--- src/rtl/uart_tx.sv ---
// UART transmit serializer: start bit, DATA_BITS data bits LSB first, optional parity, stop bit(s).
// Bit period is latched from `baudrate` when a byte is accepted (0 is treated as 1).
module uart_tx #(
    parameter int unsigned DATA_BITS  = 8,
    parameter int unsigned PARITY_EN  = 0,
    parameter int unsigned PARITY_ODD = 0,
    parameter int unsigned STOP_BITS  = 1
) (
    input  logic                 clk,
    input  logic                 rst,
    input  logic [15:0]          baudrate,
    input  logic [DATA_BITS-1:0] data,
    input  logic                 valid,
    output logic                 ready,
    output logic                 dataline,
    output logic                 busy
);

    localparam int unsigned BW = $clog2(DATA_BITS);
    localparam logic [BW-1:0] LAST_DATA = BW'(DATA_BITS - 1);
    localparam logic [BW-1:0] LAST_STOP = BW'(STOP_BITS - 1);

    typedef enum logic [2:0] {
        IDLE,
        START,
        DATA,
        PARITY,
        STOP
    } state_t;

    state_t               state_q;
    logic [15:0]          period_q;
    logic [15:0]          period_d;
    logic [15:0]          cnt_q;
    logic [15:0]          cnt_d;
    logic [BW-1:0]        bit_q;
    logic [DATA_BITS-1:0] shift_q;
    logic                 parity_q;
    logic                 parity_d;
    logic                 ready_q;
    logic                 dataline_q;
    logic                 busy_q;
    logic                 bit_end;

    always_comb begin
        period_d = (baudrate == 16'd0) ? 16'd1 : baudrate;
        parity_d = (^data) ^ (PARITY_ODD != 0);
        bit_end  = (cnt_q == period_q - 16'd1);
        cnt_d    = bit_end ? '0 : cnt_q + 16'd1;
    end

    always_ff @(posedge clk or negedge rst) begin
        if (!rst) begin
            state_q    <= IDLE;
            period_q   <= '0;
            cnt_q      <= '0;
            bit_q      <= '0;
            shift_q    <= '0;
            parity_q   <= 1'b0;
            ready_q    <= 1'b0;
            dataline_q <= 1'b1;
            busy_q     <= 1'b0;
        end else begin
            case (state_q)
                IDLE: begin
                    // ready_q gates acceptance, so the first edge after reset only raises ready
                    ready_q    <= 1'b1;
                    dataline_q <= 1'b1;
                    busy_q     <= 1'b0;
                    if (valid && ready_q) begin
                        state_q    <= START;
                        shift_q    <= data;
                        period_q   <= period_d;
                        parity_q   <= parity_d;
                        cnt_q      <= '0;
                        bit_q      <= '0;
                        dataline_q <= 1'b0;
                        busy_q     <= 1'b1;
                        ready_q    <= 1'b0;
                    end
                end
                START: begin
                    cnt_q <= cnt_d;
                    if (bit_end) begin
                        state_q    <= DATA;
                        dataline_q <= shift_q[0];
                    end
                end
                DATA: begin
                    cnt_q <= cnt_d;
                    if (bit_end) begin
                        if (bit_q == LAST_DATA) begin
                            bit_q <= '0;
                            if (PARITY_EN != 0) begin
                                state_q    <= PARITY;
                                dataline_q <= parity_q;
                            end else begin
                                state_q    <= STOP;
                                dataline_q <= 1'b1;
                            end
                        end else begin
                            bit_q      <= bit_q + 1'b1;
                            shift_q    <= shift_q >> 1;
                            dataline_q <= shift_q[1];
                        end
                    end
                end
                PARITY: begin
                    cnt_q <= cnt_d;
                    if (bit_end) begin
                        state_q    <= STOP;
                        dataline_q <= 1'b1;
                    end
                end
                STOP: begin
                    cnt_q <= cnt_d;
                    if (bit_end) begin
                        if (bit_q == LAST_STOP) begin
                            state_q <= IDLE;
                            bit_q   <= '0;
                            busy_q  <= 1'b0;
                            ready_q <= 1'b1;
                        end else begin
                            bit_q <= bit_q + 1'b1;
                        end
                    end
                end
                default: state_q <= IDLE;
            endcase
        end
    end

    assign ready    = ready_q;
    assign dataline = dataline_q;
    assign busy     = busy_q;

endmodule

--- config.mk ---
export PLATFORM = sky130hd
export DESIGN_NAME = uart_tx
export DESIGN_NICKNAME = d
export VERILOG_FILES = /design/src/rtl/uart_tx.sv
export SDC_FILE = /design/constraint.sdc
export NUM_CORES = 1
export LEC_CHECK = 0
export CAP_MARGIN = 10
export CORE_UTILIZATION = 52
export DETAILED_ROUTE_END_ITERATION = 16
export HOLD_SLACK_MARGIN = 0.05
export PLACE_DENSITY = 0.77
export SETUP_SLACK_MARGIN = 0.3
export SLEW_MARGIN = 30
export SYNTH_ARGS = -nofsm -noshare
export SYNTH_HDL_FRONTEND = slang
export SYNTH_SLANG_ARGS = --single-unit
--- constraint.sdc ---
create_clock -name clk -period 3.3 [get_ports clk]
set_clock_uncertainty 0.05 [all_clocks]
set_input_delay 0.66 -clock clk [delete_from_list [all_inputs] [get_ports clk]]
set_output_delay 0.66 -clock clk [all_outputs]
set_load 0.05 [all_outputs]
==> flow_summary.json, run 1 <==
{
  "global_route.overflow_total": 0,
  "final-seq-area_um2": 1230,
  "tightest_slew_ns": 0.626,
  "antenna_cells_inserted": 0,
  "drc": 0,
  "synthToLayoutAreaGrowth_pct": 21.2,
  "routed-via-count": 2504,
  "fmax_mhz": 334,
  "hold_path_class": "input port to async pin",
  "core_area_um2": 5570,
  "slowest_stage": "sky130_fd_sc_hd__dfrtp_2",
  "placement_rows": 27,
  "antenna_violating_nets_post_route": 0,
  "clock_root_cell": "sky130_fd_sc_hd__clkbuf_8",
  "synthCells": 319,
  "cts_buffers": 5,
  "htree_num_levels": 2,
  "dp_worst_setup_slack_ns": 0.106,
  "total_area_of_multi_input_combinational_cells_um2": 1790,
  "synth_top_flop_cell": "sky130_fd_sc_hd__dfrtp_1",
  "clock_insertion_delay_worst_skew_ns": 0.30,
  "tns_ns": 0,
  "critical_path_peak_fanout": 5,
  "synth_seq_cells": 49,
  "finalMaxSlewViolations": 0,
  "seq_total_area_yosys": 0.404,
  "drv.max_cap_violation_count": 0,
  "postLayoutSetupSlackWorst_ns": 0.308,
  "worstPathRequired_ns": 3.44,
  "power-per-cell-area_nw_per_um2": 298,
  "start_util": 0.545,
  "max_slew_margin": 0.582,
  "crit_path_max_incr_delay_ns": 0.45,
  "yosysWarningCount": 0,
  "worst-endpoint-arrival_ns": 3.13,
  "synth_enable_flop_cells": 0,
  "setup_repair_after_global_routing_missed_its_margin": "yes",
  "setup_viol_count_final": 0,
  "ff2ff_setup_slack_ns": 0.31,
  "final_layout_size_suffix_gt1_frac": 0.197,
  "grt_pass1_vias": 2376,
  "cts_max_path_buffers": 2,
  "die_area_um2": 6150,
  "post_synth_instance_area_um2": 3040,
  "setup.worst_path.end_class": "register",
  "timing.critical_path.from_type": "register",
  "asyncSetResetFlopFracSynth": 1.00,
  "num-nets-final": 387,
  "kind_of_critical_path": "register to register",
  "detail_route.vias_per_cell": 5.85,
  "layout_common_cells": "45 x sky130_fd_sc_hd__dfrtp_1, 36 x sky130_fd_sc_hd__nor2_1, 28 x sky130_fd_sc_hd__clkdlybuf4s50_1",
  "ys_types": 62,
  "result_of_the_run": "finished clean",
  "p_leak_nw": 1.60,
  "layout.cells.non_filler": 428,
  "clock_sink_count": 49,
  "detail_route.iter0.violations": 170,
  "routed_wire_length_per_instance_um": 15.5,
  "synth.avg_cell_area_um2": 9.53,
  "finalCritPeriodShare": 0.907,
  "global_route.usage.total": 0.235,
  "cell_breakdown_of_the_critical_path": "nor4_4 -> nand2_1 -> or4_4 -> a2111oi_4 -> nand3_4 -> a211oi_1 -> o21ai_0 -> mux2_2",
  "grt_max_degree": 50,
  "floorplan.die.width_um": 78.5,
  "dp.final_hpwl_um": 4910,
  "initial_antenna_violation_count": 0,
  "drt_pre_antenna_iters": 4,
  "cts_tree": "yes",
  "die_y_um": 78.5,
  "peakVddDrop_v": 0.000274,
  "post_dp_cell_area_um2": 3440,
  "timing.final.crit_period_ns": 2.99,
  "total_wire_length_after_detailed_routing_um": 6650,
  "layout.cells.most_common": "sky130_fd_sc_hd__dfrtp_1",
  "postLayoutCoreUtil": 0.661,
  "fin_area_um2": 3680,
  "num-fill-cells": 461,
  "placed_cells": 415,
  "synthesis.nets": 351,
  "boundaryPins": 30,
  "portBuffers": 29,
  "clk_transition_reported_paths_ns": 0.09,
  "globalplace.congestion": 0.970,
  "first_pass_grt_wire_length_um": 11200,
  "final-hold-violation-count": 0
}
## layer usage
layer,routed length [µm],GRT usage,vias to the layer above
met2,3220,0.381,56
met5,0,0,-
met1,3070,0.313,1211
li1,-,-,1225
met3,252,0.0488,12
met4,114,0.0759,0
## cell type report
cell class | instances | area share
multi-input cells | 242 | 0.487
inverters | 14 | 0.0143
clock inverters | 2 | 0.0102
flip-flops and latches | 49 | 0.334
well taps | 72 | 0.0245
repair buffers | 43 | 0.108
clock buffers | 6 | 0.0224
## critical path: cells and delay by family, from the launching register on
kind	cells	cell delay (ns)
flops	1	0.45
simple gates	4	1.09
compound gates	3	0.98
mux	1	0.30
## stage by stage
step | hold WS (ns) | power [W]
2_1_floorplan | 0.314 | 0.000616
3_3_place_gp | 0.410 | 0.000660
3_5_place_dp | 0.415 | 0.000661
4_1_cts | 0.320 | 0.00111
5_1_grt | 0.354 | 0.00114
6_report | 0.308 | 0.00110
## power breakdown
group          total [W]  internal, W  leakage (nW)  switching [W]
clock network   0.000447     0.000246        0.0574       0.000201
registers       0.000600     0.000600         0.622              0
logic          0.0000494    0.0000292         0.917      0.0000203
total            0.00110     0.000876          1.60       0.000221
## synth_stat cells (all sizes together), types with 5 or more instances
| library cell | number | area share |
|---|---|---|
| a21oi | 10 | 0.018 |
| a221o | 7 | 0.023 |
| and2 | 9 | 0.019 |
| buf | 7 | 0.018 |
| clkbuf | 7 | 0.0086 |
| dfrtp | 48 | 0.40 |
| ha | 5 | 0.021 |
| inv | 14 | 0.017 |
| mux2 | 13 | 0.048 |
| nand2 | 23 | 0.028 |
| nand3 | 13 | 0.025 |
| nor2 | 37 | 0.046 |
| nor3 | 17 | 0.035 |
| nor4 | 7 | 0.019 |
| o21ai | 14 | 0.023 |
| or2 | 5 | 0.010 |
| xnor2 | 13 | 0.037 |
| xor2 | 16 | 0.046 |
## cell families after synthesis
| group | share of synthesized area |
|---|---|
| compound gates | 0.168 |
| simple gates | 0.231 |
| fa+ha+maj | 0.0206 |
| flops | 0.404 |
| mux | 0.0482 |
| xor+xnor | 0.0836 |
| buf+inv | 0.0441 |
## sequential cells by signal, summed over array words and instances, names as in the netlist
name,cells
cnt_q,16
state_q,3
dataline,1
period_q,16
shift_q,8
bit_q,3
busy,1
ready,1
## timing repair
| action | CTS | global route |
|---|---|---|
| gates resized for setup | 11 | 8 |
| pin swaps | 12 | 1 |
| endpoints found under the setup margin | 26 | 22 |
| buffers inserted | 5 | 0 |
| hold buffers | 0 | 0 |
## final timing paths
| path | from | to | cells past startpoint |
|---|---|---|---|
| worst max-delay path | period_q[5]$_DFFE_PN0P_ | bit_q[0]$_DFFE_PN0P_ | 8 |
| worst min-delay path | rst | cnt_q[7]$_DFFE_PN0P_ | 1 |
| worst max register to register | period_q[5]$_DFFE_PN0P_ | bit_q[0]$_DFFE_PN0P_ | 8 |
| worst min register to register | busy$_DFFE_PN0P_ | busy$_DFFE_PN0P_ | 1 |
| max in group asynchronous | rst | period_q[0]$_DFFE_PN0P_ | 1 |
| min in group clk | busy$_DFFE_PN0P_ | busy$_DFFE_PN0P_ | 1 |
No activity file was read; power rests on OpenSTA's default activity.
==> inputs of run 2 (changes only) <==
Settings changed: PLACE_DENSITY 0.77 to 0.86.
==> flow_summary.json, run 2 (same netlist as run 1, synthesis figures left out) <==
{
  "final.hold.worst_slack_ns": 0.304,
  "setup.worst_path.end_class": "register",
  "layout.cells.most_common": "sky130_fd_sc_hd__dfrtp_1",
  "max_slew_margin": 0.560,
  "clock_root_cell": "sky130_fd_sc_hd__clkbuf_8",
  "timing.final.crit_period_ns": 3.24,
  "worst-endpoint-arrival_ns": 3.39,
  "internal_power_w": 0.000781,
  "globalplace.congestion": 0.953,
  "grt_max_degree": 50,
  "layout_common_cells": "44 x sky130_fd_sc_hd__dfrtp_1, 35 x sky130_fd_sc_hd__nor2_1, 28 x sky130_fd_sc_hd__clkdlybuf4s50_1",
  "cts_max_path_buffers": 2,
  "global_route.usage.total": 0.247,
  "kind_of_critical_path": "register to register",
  "start_util": 0.545,
  "floorplan.die.width_um": 78.5,
  "routed_wire_length_per_instance_um": 18.6,
  "p_leak_nw": 1.67,
  "detail_route.iter0.violations": 334,
  "num-nets-final": 398,
  "core_area_um2": 5570,
  "setup_repair_after_global_routing_missed_its_margin": "yes",
  "clock_insertion_delay_worst_skew_ns": 0.31,
  "tns_ns": 0,
  "dp.final_hpwl_um": 4980,
  "antenna_cells_inserted": 0,
  "global_route.overflow_total": 0,
  "portBuffers": 29,
  "final_layout_size_suffix_gt1_frac": 0.240,
  "drt_pre_antenna_iters": 6,
  "boundaryPins": 30,
  "net-switching-power_w": 0.000246,
  "antenna_violating_nets_post_route": 0,
  "detail_route.vias_per_cell": 6.37,
  "cell_breakdown_of_the_critical_path": "buf_4 -> or2_2 -> xnor2_1 -> a32oi_1 -> nor4b_1 -> o21ai_2 -> o41ai_4 -> nand3_4 -> a221o_1",
  "fmax_mhz": 309,
  "drv.max_cap_violation_count": 0,
  "hold_path_class": "input port to async pin",
  "finalCritPeriodShare": 0.981,
  "critical_path_peak_fanout": 8,
  "final-hold-violation-count": 0,
  "cts_tree": "yes",
  "setup_viol_count_final": 0,
  "routed-via-count": 2795,
  "initial_antenna_violation_count": 0,
  "htree_num_levels": 2,
  "result_of_the_run": "finished clean",
  "drc": 0,
  "die_y_um": 78.5,
  "tightest_slew_ns": 0.650,
  "timing.critical_path.from_type": "register",
  "die_area_um2": 6150,
  "crit_path_max_incr_delay_ns": 0.58,
  "clk_transition_reported_paths_ns": 0.10,
  "synthToLayoutAreaGrowth_pct": 25.6,
  "slowest_stage": "sky130_fd_sc_hd__nor4b_1",
  "worstPathRequired_ns": 3.45,
  "finalMaxSlewViolations": 0,
  "share_comb_of_total_power": 0.051,
  "clock_power_share": 0.365,
  "clock_sink_count": 49,
  "first_pass_grt_wire_length_um": 12000,
  "total_wire_length_after_detailed_routing_um": 8180,
  "placement_rows": 27,
  "peakVddDrop_v": 0.000214,
  "grt_pass1_vias": 2569,
  "power_frac_seq": 0.584,
  "power-per-cell-area_nw_per_um2": 269,
  "power_switching_share": 0.240,
  "largest_registers": "cnt_q x16, period_q x16, shift_q x8",
  "cts_buffers": 5
}
==> run 2: power groups by stage <==
stage,Sequential (W),Clock (W),Combinational (W)
after global routing,0.000600,0.000397,0.0000572
after CTS,0.000600,0.000376,0.0000509
final,0.000600,0.000375,0.0000525
after detailed placement,0.000612,0,0.0000506
after floorplan,0.000612,0,0.00000367
after global placement,0.000612,0,0.0000491
==> run 2: path summary, 6_finish.rpt <==
kind / start / cells past startpoint / slack (ns) / end
max: period_q[1]$_DFFE_PN0P_ / 9 / 0.06 / shift_q[6]$_DFFE_PN0P_
min: rst / 1 / 0.30 / cnt_q[12]$_DFFE_PN0P_
max reg2reg: period_q[1]$_DFFE_PN0P_ / 9 / 0.06 / shift_q[6]$_DFFE_PN0P_
min reg2reg: busy$_DFFE_PN0P_ / 1 / 0.44 / busy$_DFFE_PN0P_
max in group asynchronous: rst / 2 / 2.33 / dataline$_DFFE_PN1P_
min in group clk: busy$_DFFE_PN0P_ / 1 / 0.44 / busy$_DFFE_PN0P_
==> run 2: what timing repair did <==
item	4_1_cts	5_1_grt
resized for setup	13	18
cloned	0	0
setup buffers	10	6
pin swaps	13	17
hold buffers	0	0
setup endpoints to repair	24	29
==> run 2: worst max-delay path: cells and delay by family, from the launching register on <==
family,cells,cell delay (ns)
flip-flops,1,0.44
XOR/XNOR,1,0.22
AND/OR/NAND/NOR,3,1.11
AO/OA/AOI/OAI,4,1.15
buffers and inverters,1,0.16
==> run 2: per-layer routing <==
layer	up-vias	wire length [µm]	global-route usage
met2	159	4040	0.427
met4	0	384	0.0833
met1	1331	3240	0.313
li1	1253	-	-
met3	52	515	0.0407
met5	-	0	0
==> run 2: area by class of cell <==
type	count	area (µm²)
multi-input cells	242	1860
fillers	374	1760
flip-flops and latches	49	1230
repair buffers	54	492
well taps	72	90.1
clock buffers	5	68.8
inverters	14	52.6
clock inverters	3	21.3
==> run 2: stage by stage <==
stage / area (µm²) / power, W / setup WS, ns / std cells / utilization
final: 3820 / 0.00103 / 0.0630 / 439 / 0.685
after global routing: 3820 / 0.00105 / 0.00897 / 439 / 0.685
after CTS: 3670 / 0.00103 / 0.239 / 433 / 0.658
after detailed placement: 3450 / 0.000662 / 0.0562 / 415 / 0.619
after global placement: 3450 / 0.000661 / 0.242 / 415 / 0.618
after floorplan: 3070 / 0.000616 / 0.318 / 319 / -
==> RTL change, RTL diff (flow settings as in run 1) <==
Make the reset (`rst`) synchronous in one clocked block.
--- a/src/rtl/uart_tx.sv
+++ b/src/rtl/uart_tx.sv
@@ -50,5 +50,5 @@
     end
 
-    always_ff @(posedge clk or negedge rst) begin
+    always_ff @(posedge clk) begin
         if (!rst) begin
             state_q    <= IDLE;
Behaviour: differs if rst is asserted again (counterexample within 4 cycles, from zero or initial values and one cycle with rst low); with rst held inactive, the same outputs for 10 cycles.
==> RTL change against run 1 <==
- global-route usage shrank 1.5 points
- highest routed layer unchanged
- cell count increased by 5.4%
- synthesized area down 4.7%
- design area fell by 6.6%
- routed wire length fell by 4.2%
- setup slack improved by 0.034 ns
- first-iteration DRC count shrank 11%
- sequential cell count is the same
- largest cell class unchanged
Power is not compared: it rests on default switching activity, and its combinational part moved more than twofold at a synthesized area within 25%.
==> RTL change: results (changes against run 1) <==
[placement]
dpl_cell_area_um2=3250  ; was 3440 um^2
dp.cells=436  ; was 415
place.gp.congestion=0.876  ; was 0.970
port_buffers=29  ; unchanged
dpl.hpwl_um=4510  ; was 4910 um

[clock_tree]
cts_buffers=5  ; unchanged
cts_buffer_depth=2  ; unchanged

[status]
outcome=finished, final reports clean  ; unchanged

[route]
num_vias=2538  ; was 2,504
drtIter0Drc=151  ; was 170
wire_per_inst_um=14.1  ; was 15.5 um
vias_per_cell=5.63  ; was 5.85

[grt]
grt_max_degree=29  ; was 50
track_usage_pct=22.0  ; was 23.5%
grt_pass1_vias=2323  ; was 2,376
grt_pass1_wl_um=10700  ; was 11,200 um

[pwr]
p_leak_nw=1.30

[yosys]
ys_async_sr_fraction_pct=0  ; was 100%
synth.avg_cell_area_um2=8.23  ; was 9.53 um^2
synth_fa_ha_area_share_pct=2.16  ; was 2.06%
ys_seq_area_share_pct=33.9  ; was 40.4%
synthTopCellsByCount=nand2_1 (57), dfxtp_1 (49), nor2_1 (28)  ; was dfrtp_1 (48), nor2_1 (37), nand2_1 (23)
synth_nets=384  ; was 351
synthTopCellsByArea=dfxtp_1 (34%), nand2_1 (7.4%), xnor2_1 (6.3%)  ; was dfrtp_1 (40%), mux2_2 (4.8%), xor2_1 (4.6%)
synth.distinct_cells=57  ; was 62
synth-compound-area-share_pct=14.6  ; was 16.8%
synth_xor_area_share_pct=11.2  ; was 8.36%
muxShareOfSynthArea_pct=7.25  ; was 4.82%

[critical_path]
path_max_fanout=7  ; was 5
crit_arrival_ns=3.10  ; was 3.13 ns

[final_layout]
fin_nets=412  ; was 387
drive_gt1_share_pct=13.1  ; was 19.7%
top_regs=cnt_q x16, period_q x16, shift_q x8  ; unchanged

[timing]
tightest_slew_ns=0.695  ; was 0.626 ns

[hold_path]
min_path_type=reg2reg  ; was in2async

RTL change: cell count changes after synthesis, moves of 12 or more:
| cell | run 1 | this run |
|---|---|---|
| dfrtp_1 | 48 | 0 |
| a21boi_1 | 0 | 16 |
| nand2_1 | 23 | 57 |
| clkbuf_1 | 7 | 19 |
| mux2i_1 | 0 | 12 |
| dfxtp_1 | 0 | 49 |
RTL change: critical path, cell delays in order (launching register included):
cell and delay (ns):
dfxtp_2 0.33, or4_4 0.59, or4_1 0.48, a31oi_1 0.17
a311o_1 0.15, nand4_1 0.16, or2_4 0.30, o41a_1 0.34
buf_6 0.16, mux2i_1 0.12
RTL change: layer usage:
metal | global-route usage, % | routed length [um] | vias to the layer above
met5 | 0 | 0 | -
met4 | 5.19 | 51 | 0
met3 | 3.69 | 272 | 7
met2 | 38.1 | 3140 | 52
met1 | 28.3 | 2910 | 1196
li1 | - | - | 1283
RTL change: per-stage QoR:
| stage | util (%) | power (mW) | setup WS, ns | hold slack [ns] |
|---|---|---|---|---|
| 2_1_floorplan | - | 0.952 | 0.313 | 0.385 |
| 3_3_place_gp | 62.0 | 1.04 | 0.250 | 0.391 |
| 3_5_place_dp | 62.0 | 1.05 | 0.161 | 0.405 |
| 4_1_cts | 64.1 | 1.43 | 0.343 | 0.419 |
| 5_1_grt | 65.7 | 1.53 | 0.254 | 0.438 |
| 6_report | 65.7 | 1.45 | 0.342 | 0.412 |
RTL change: power groups by stage:
stage / registers [mW] / logic [mW] / clock network (mW)
final: 0.665 / 0.418 / 0.370
after global routing: 0.671 / 0.457 / 0.404
after CTS: 0.664 / 0.383 / 0.380
after detailed placement: 0.677 / 0.374 / 0
after global placement: 0.676 / 0.367 / 0
after floorplan: 0.674 / 0.278 / 0
RTL change: logic make-up (layout without fill, tap and decap cells):
kind of cell,count (synthesis),count (layout)
adders and majority gates,5,5
and+or+nand+nor,147,147
muxes,20,20
buffers and inverters,38,67
xor gates and xnor gates,37,37
AOI/OAI and AO/OA,56,56
DFF,49,49
RTL change: final timing paths:
kind,start,end,slack (ns),depth (start not counted)
hold reg to reg,shift_q[4],shift_q[4],0.41,2
setup reg to reg,period_q[6],shift_q[2],0.34,9
setup / recovery,period_q[6],shift_q[2],0.34,9
hold / removal,shift_q[4],shift_q[4],0.41,2
RTL change: repair_timing:
item	in CTS	in global routing
pin swaps	3	6
cloned	0	1
buffers inserted	0	6
setup endpoints to repair	28	30
resized for setup	4	12
RTL change: area by class of cell:
cell class                 instances  area [um^2]
clock buffer                       6         82.6
clock inverter                     2         13.8
fill                             438         1800
inverter                          12         45.0
multi-input combinational        265         1770
sequential                        49          993
tap                               70         87.6
timing repair buffer              47          447
